File: src/rtl/alu_ctrl_muldiv.sv
// rtl/alu_ctrl_muldiv.sv - ALU select decoder plus iterative multiply/divide unit.
// Optional macro ALU_CTRL_UNSIGNED_EN adds MULTU/DIVU decoding and unsigned operation.
module alu_ctrl_muldiv #(
    parameter int WIDTH = 32,
    parameter int CNT_W = 6
) (
    input  logic             clk,
    input  logic             rst_n,
    input  logic [5:0]       funct,
    input  logic [1:0]       alu_op,
    input  logic             op_valid,
    input  logic [WIDTH-1:0] op_a,
    input  logic [WIDTH-1:0] op_b,
    output logic [3:0]       alu_sel,
    output logic             op_ready,
    output logic             res_valid,
    input  logic             res_ready,
    output logic [WIDTH-1:0] res_hi,
    output logic [WIDTH-1:0] res_lo,
    output logic             div_by_zero,
    output logic             stall
);

    localparam logic [5:0] F_MULT  = 6'h18;
    localparam logic [5:0] F_MULTU = 6'h19;
    localparam logic [5:0] F_DIV   = 6'h1A;
    localparam logic [5:0] F_DIVU  = 6'h1B;
    localparam logic [5:0] F_ADD   = 6'h20;
    localparam logic [5:0] F_SUB   = 6'h22;
    localparam logic [5:0] F_AND   = 6'h24;
    localparam logic [5:0] F_OR    = 6'h25;
    localparam logic [5:0] F_SLT   = 6'h2A;

    typedef enum logic [1:0] {
        S_IDLE = 2'd0,
        S_BUSY = 2'd1,
        S_DONE = 2'd2
    } state_t;

    state_t state_q, state_d;

    logic             is_md;
    logic             md_div;
    logic             md_signed;
    logic             accept;
    logic             div_zero;
    logic             last_iter;

    logic [CNT_W-1:0] cnt_q;
    logic [WIDTH-1:0] hi_q;
    logic [WIDTH-1:0] lo_q;
    logic [WIDTH-1:0] opnd_q;
    logic             div_q;
    logic             neg_lo_q;
    logic             neg_hi_q;
    logic             dbz_q;

    logic             a_neg;
    logic             b_neg;
    logic [WIDTH-1:0] a_mag;
    logic [WIDTH-1:0] b_mag;

    logic [WIDTH:0]   add_sum;
    logic [WIDTH:0]   shl;
    logic             sub_ok;
    logic [WIDTH-1:0] sub_diff;
    logic [WIDTH-1:0] step_hi;
    logic [WIDTH-1:0] step_lo;
    logic [WIDTH-1:0] fin_hi;
    logic [WIDTH-1:0] fin_lo;

    always_comb begin
        alu_sel = 4'd8;
        if (alu_op == 2'b11) begin
            alu_sel = 4'd5;
        end else if (alu_op == 2'b10) begin
            case (funct)
                F_MULT:  alu_sel = 4'd3;
                F_DIV:   alu_sel = 4'd4;
                F_ADD:   alu_sel = 4'd2;
                F_SUB:   alu_sel = 4'd6;
                F_AND:   alu_sel = 4'd0;
                F_OR:    alu_sel = 4'd1;
                F_SLT:   alu_sel = 4'd7;
`ifdef ALU_CTRL_UNSIGNED_EN
                F_MULTU: alu_sel = 4'd9;
                F_DIVU:  alu_sel = 4'd10;
`endif
                default: alu_sel = 4'd8;
            endcase
        end
    end

    always_comb begin
        is_md     = 1'b0;
        md_div    = 1'b0;
        md_signed = 1'b1;
        if (alu_op == 2'b10) begin
            case (funct)
                F_MULT: is_md = 1'b1;
                F_DIV: begin
                    is_md  = 1'b1;
                    md_div = 1'b1;
                end
`ifdef ALU_CTRL_UNSIGNED_EN
                F_MULTU: begin
                    is_md     = 1'b1;
                    md_signed = 1'b0;
                end
                F_DIVU: begin
                    is_md     = 1'b1;
                    md_div    = 1'b1;
                    md_signed = 1'b0;
                end
`else
                F_MULTU, F_DIVU: is_md = 1'b0;
`endif
                default: is_md = 1'b0;
            endcase
        end
    end

    assign op_ready  = (state_q == S_IDLE);
    assign res_valid = (state_q == S_DONE);
    assign stall     = (state_q != S_IDLE) | (op_valid & is_md & ~op_ready);
    assign accept    = op_valid & op_ready & is_md;
    assign div_zero  = md_div & (op_b == '0);
    assign last_iter = (state_q == S_BUSY) && (cnt_q == CNT_W'(WIDTH - 1));

    always_ff @(posedge clk or negedge rst_n) begin
        if (!rst_n) begin
            state_q <= S_IDLE;
        end else begin
            state_q <= state_d;
        end
    end

    always_comb begin
        state_d = state_q;
        case (state_q)
            S_IDLE: begin
                if (accept) begin
                    state_d = div_zero ? S_DONE : S_BUSY;
                end
            end
            S_BUSY: begin
                if (last_iter) begin
                    state_d = S_DONE;
                end
            end
            S_DONE: begin
                if (res_ready) begin
                    state_d = S_IDLE;
                end
            end
            default: state_d = S_IDLE;
        endcase
    end

    // The iteration core works on magnitudes; signs are re-applied on the final edge.
    assign a_neg = md_signed & op_a[WIDTH-1];
    assign b_neg = md_signed & op_b[WIDTH-1];
    assign a_mag = a_neg ? -op_a : op_a;
    assign b_mag = b_neg ? -op_b : op_b;

    // Multiply: hi_q accumulates, lo_q holds the multiplier shifting out to the right.
    // Divide: hi_q is the partial remainder, lo_q shifts dividend out and quotient in.
    assign add_sum  = {1'b0, hi_q} + (lo_q[0] ? {1'b0, opnd_q} : '0);
    assign shl      = {hi_q, lo_q[WIDTH-1]};
    assign sub_ok   = (shl >= {1'b0, opnd_q});
    assign sub_diff = shl[WIDTH-1:0] - opnd_q;

    always_comb begin
        if (div_q) begin
            step_hi = sub_ok ? sub_diff : shl[WIDTH-1:0];
            step_lo = {lo_q[WIDTH-2:0], sub_ok};
        end else begin
            step_hi = add_sum[WIDTH:1];
            step_lo = {add_sum[0], lo_q[WIDTH-1:1]};
        end
    end

    always_comb begin
        if (div_q) begin
            fin_lo = neg_lo_q ? -step_lo : step_lo;
            fin_hi = neg_hi_q ? -step_hi : step_hi;
        end else begin
            {fin_hi, fin_lo} = neg_lo_q ? -{step_hi, step_lo} : {step_hi, step_lo};
        end
    end

    always_ff @(posedge clk or negedge rst_n) begin
        if (!rst_n) begin
            cnt_q    <= '0;
            hi_q     <= '0;
            lo_q     <= '0;
            opnd_q   <= '0;
            div_q    <= 1'b0;
            neg_lo_q <= 1'b0;
            neg_hi_q <= 1'b0;
            dbz_q    <= 1'b0;
        end else if (accept) begin
            cnt_q    <= '0;
            div_q    <= md_div;
            dbz_q    <= div_zero;
            neg_lo_q <= a_neg ^ b_neg;
            neg_hi_q <= md_div ? a_neg : (a_neg ^ b_neg);
            if (div_zero) begin
                hi_q <= op_a;
                lo_q <= '1;
            end else if (md_div) begin
                hi_q   <= '0;
                lo_q   <= a_mag;
                opnd_q <= b_mag;
            end else begin
                hi_q   <= '0;
                lo_q   <= b_mag;
                opnd_q <= a_mag;
            end
        end else if (state_q == S_BUSY) begin
            cnt_q <= cnt_q + 1'b1;
            if (last_iter) begin
                hi_q <= fin_hi;
                lo_q <= fin_lo;
            end else begin
                hi_q <= step_hi;
                lo_q <= step_lo;
            end
        end
    end

    assign res_hi      = hi_q;
    assign res_lo      = lo_q;
    assign div_by_zero = dbz_q;

endmodule

File: config.mk
export PLATFORM = sky130hd
export DESIGN_NAME = alu_ctrl_muldiv
export DESIGN_NICKNAME = d
export VERILOG_FILES = /design/src/rtl/alu_ctrl_muldiv.sv
export SDC_FILE = /design/constraint.sdc
export NUM_CORES = 1
export LEC_CHECK = 0
export ABC_AREA = 1
export ABC_CLOCK_PERIOD_IN_PS = 8500
export BUFFER_PORTS_ARGS = -buffer_cell sky130_fd_sc_hd__clkbuf_2
export CORE_ASPECT_RATIO = 1.75
export CORE_MARGIN = 2
export CORE_UTILIZATION = 50
export CTS_BUF_LIST = sky130_fd_sc_hd__clkbuf_2
export CTS_CLUSTER_DIAMETER = 60
export CTS_CLUSTER_SIZE = 28
export DETAILED_ROUTE_END_ITERATION = 7
export HOLD_SLACK_MARGIN = 0.08
export PLACE_DENSITY = 0.69
export SETUP_SLACK_MARGIN = 0.15
export SLEW_MARGIN = 25
export SYNTH_ARGS = -nofsm -noshare
export SYNTH_HDL_FRONTEND = slang
export SYNTH_SLANG_ARGS = --single-unit
export TNS_END_PERCENT = 5
File: constraint.sdc
create_clock -name clk -period 8.5 [get_ports clk]
set_clock_uncertainty 0.2 [all_clocks]
set_input_delay 1.7 -clock clk [delete_from_list [all_inputs] [get_ports clk]]
set_output_delay 1.7 -clock clk [all_outputs]
set_load 0.01 [all_outputs]
==> results.toml <==
[placement]
gp_congestion = 1.14
port_buffers = 147
dp_hpwl_um = 63200
place_ws_ns = 2.83

[timing]
period_needed_ns = 5.58
fmax_mhz = 179
finalCritPeriodShare = 0.656
worst_slew_pin_slew_ns = 1.13
fin_hold_ws_ns = 0.366
timing.final.ws_setup_ns = 2.92
grt_setup_unrepaired = "no"
hold_viol = 0
setup_tns_ns = 0
setup_violations = 0
max-slew-margin-rel = 0.236
report.final.slew_viol_count = 0

[die]
ios = 148
coreArea_um2 = 30600
die_h_um = 237
die_width_um = 137
rows = 85
die_area_um2 = 32400
start_util = 0.505

[clock_tree]
clkSlewWorstSetupHoldPaths_ns = 0.38
cts.hold.buffers_added = 0
cts_buffers = 9
clock_sinks = 108
cts_htree_levels = 3
cts_root_buf = "clkbuf_2"
clock_latency_ns = 0.81
clock_path_buffers = 2
postCtsSetupRepairBufs = 0
cts_tree = "done"
cts_resized = 0

[final_layout]
fillCellCount = 3359
multi_input_area_um2 = 10900
regArea_um2 = 2710
layout_common_cells = "nand2_1, inv_1, nor2_1"
layout-drive-gt1-share = 0.103
num-nets-final = 2945
syn_to_final_growth_pct = 6.52
final_common_cell = "nand2_1"

[critical_path]
r2r_slack_ns = 2.92
cp-end-kind = "flop"
reg2reg_depth = 18
critPathMaxFanout = 14
rr_endpoint = "res_hi[14]"
cp-start-kind = "flop"
timing.rr.start = "res_lo[0]"
cp.arrival_ns = 6.12
required_ns = 9.04
criticalPathCategory = "flop to flop"

[route]
ant_nets = 0
routed_wl_um = 79000
wl_per_cell_um = 24.7
vias_per_cell = 6.20
via_count = 19800
drcViolationCount = 0
drtIter0Drc = 2271
firstDrtPassIters = 7

[pwr]
powerDensity_nw_per_um2 = 417
p_leak_nw = 8.79
ir_drop_v = 0.000283

[worst_hold_path]
worstHoldEndpoint = "opnd_q[1]"
worstHoldPathCells = 2
min_path_type = "flop to flop"
hp-start = "opnd_q[1]"

[synthesis]
async_flop_share = 1.00
yosysSeqAreaShare = 0.175
synth_compound_area_frac = 0.170
synth-edff-count = 0
yosys.cell_types.count = 57
synth_top_family_by_area = "simple AND/OR/NAND/NOR gates"
synthXorXnorAreaFrac = 0.0521
synth_warnings = 0
synth-seq-cells = 108
synth_cells = 2718
syn_nets = 2865
synthMuxAreaShare = 0
syn_area_um2 = 15500
synthAdderAreaFrac = 0.0584
yosys_most_used_dff = "dfrtp_1"
synthSimpleGateAreaFrac = 0.419
synth_area_per_cell_um2 = 5.69

[grt]
grt_use_met3 = 0.125
grt_overflow = 0
grt_pass1_vias = 18900
gr-max-usage-layer = "met2"
grt_max_degree = 80
grt.total_usage = 0.488
use_met2 = 0.780
met1_usage = 0.478
grt_pass1_wl_um = 116000
antenna_found_initial = 3

[run]
drv_cap = 0

[outcome]
status = "finished, final reports clean"
## cells in the mapped netlist (8+ instances only)
cell type / number / area, um^2
a21oi_1: 178 / 891
nand3b_1: 13 / 97.6
a22oi_1: 8 / 60.1
nand4_1: 38 / 238
o21ai_0: 194 / 971
nand2_2: 16 / 100
inv_1: 372 / 1400
dfrtp_1: 108 / 2700
or2_2: 10 / 62.6
nor4_1: 17 / 106
buf_2: 16 / 80.1
a31oi_1: 14 / 87.6
buf_4: 10 / 75.1
clkbuf_1: 46 / 173
nand3_1: 234 / 1170
nor2_1: 309 / 1160
nand2_1: 758 / 2850
nor3_1: 31 / 155
o21ai_1: 12 / 60.1
ha_1: 69 / 863
o21bai_1: 11 / 82.6
o22ai_1: 23 / 144
nor2_2: 23 / 144
xor2_1: 54 / 473
inv_2: 12 / 45.0
buf_1: 11 / 41.3
o211ai_1: 8 / 60.1
nand3_2: 17 / 170
xnor2_1: 38 / 333
## cells by family after synthesis
| logic type | Yosys count |
|---|---|
| buf+inv | 479 |
| fa+ha+maj | 71 |
| flops | 108 |
| xor+xnor | 92 |
| simple gates | 1487 |
| compound gates | 481 |
## final cells by class
class,count,share of cell area
Tap cell,391,0.0297
Clock inverter,7,0.00486
Multi-Input combinational cell,2131,0.659
Antenna cell,1,0.000152
Clock buffer,9,0.00273
Inverter,387,0.0882
Sequential cell,108,0.164
Timing Repair Buffer,161,0.0512
## metal layers
metal	vias up	routed length, um
met3	544	7650
met1	8976	24200
met4	4	11200
met2	1309	35900
met5	-	21
li1	8967	-
## sequential cells by signal, indices dropped and copies added (netlist names), 2 cells and up
register  count
cnt_q         6
opnd_q       32
res_hi       32
res_lo       32
state_q       2
## how the worst max path moves through the flow
stage | from | endpoint | cells after the start
5_1_grt | opnd_q[25] | res_hi[14] | 29
3_5_place_dp | funct[2] | res_lo[29] | 17
6_report | res_lo[0] | res_hi[14] | 18
2_1_floorplan | funct[2] | alu_sel[2] | 7
4_1_cts | res_hi[27] | res_hi[0] | 25
3_3_place_gp | funct[2] | res_lo[29] | 17
## report_power, final
group	switching (W)	internal, W	leakage, nW
registers	0.000321	0.000680	1.23
logic	0.00404	0.00153	7.48
clock network	0.000234	0.0000510	0.0721
## worst max-delay path: stages (launching register included)
cell	delay [ns]
dfrtp_1	0.86
nand2_1	0.27
inv_1	0.11
ha_1	0.27
inv_1	0.11
o21ai_0	0.11
nor2_1	0.34
nand3_1	0.60
o21ai_0	0.57
nand3_1	0.37
nor2_1	0.30
nand2_1	0.14
nor2_2	0.20
nand2_1	0.11
nand2_1	0.12
nand2_1	0.09
nand3_1	0.09
nand3_1	0.38
a22oi_2	0.26
## per-stage QoR
step / power, W / instance area [um^2] / util / std cells
after global placement: 0.00617 / 16300 / 0.534 / 3178
after detailed placement: 0.00621 / 16300 / 0.534 / 3178
after global routing: 0.00725 / 16500 / 0.538 / 3195
final: 0.00686 / 16500 / 0.538 / 3195
after CTS: 0.00650 / 16500 / 0.538 / 3194
after floorplan: 0.00425 / 15500 / - / 2718
(Power assumes the default switching activity.)
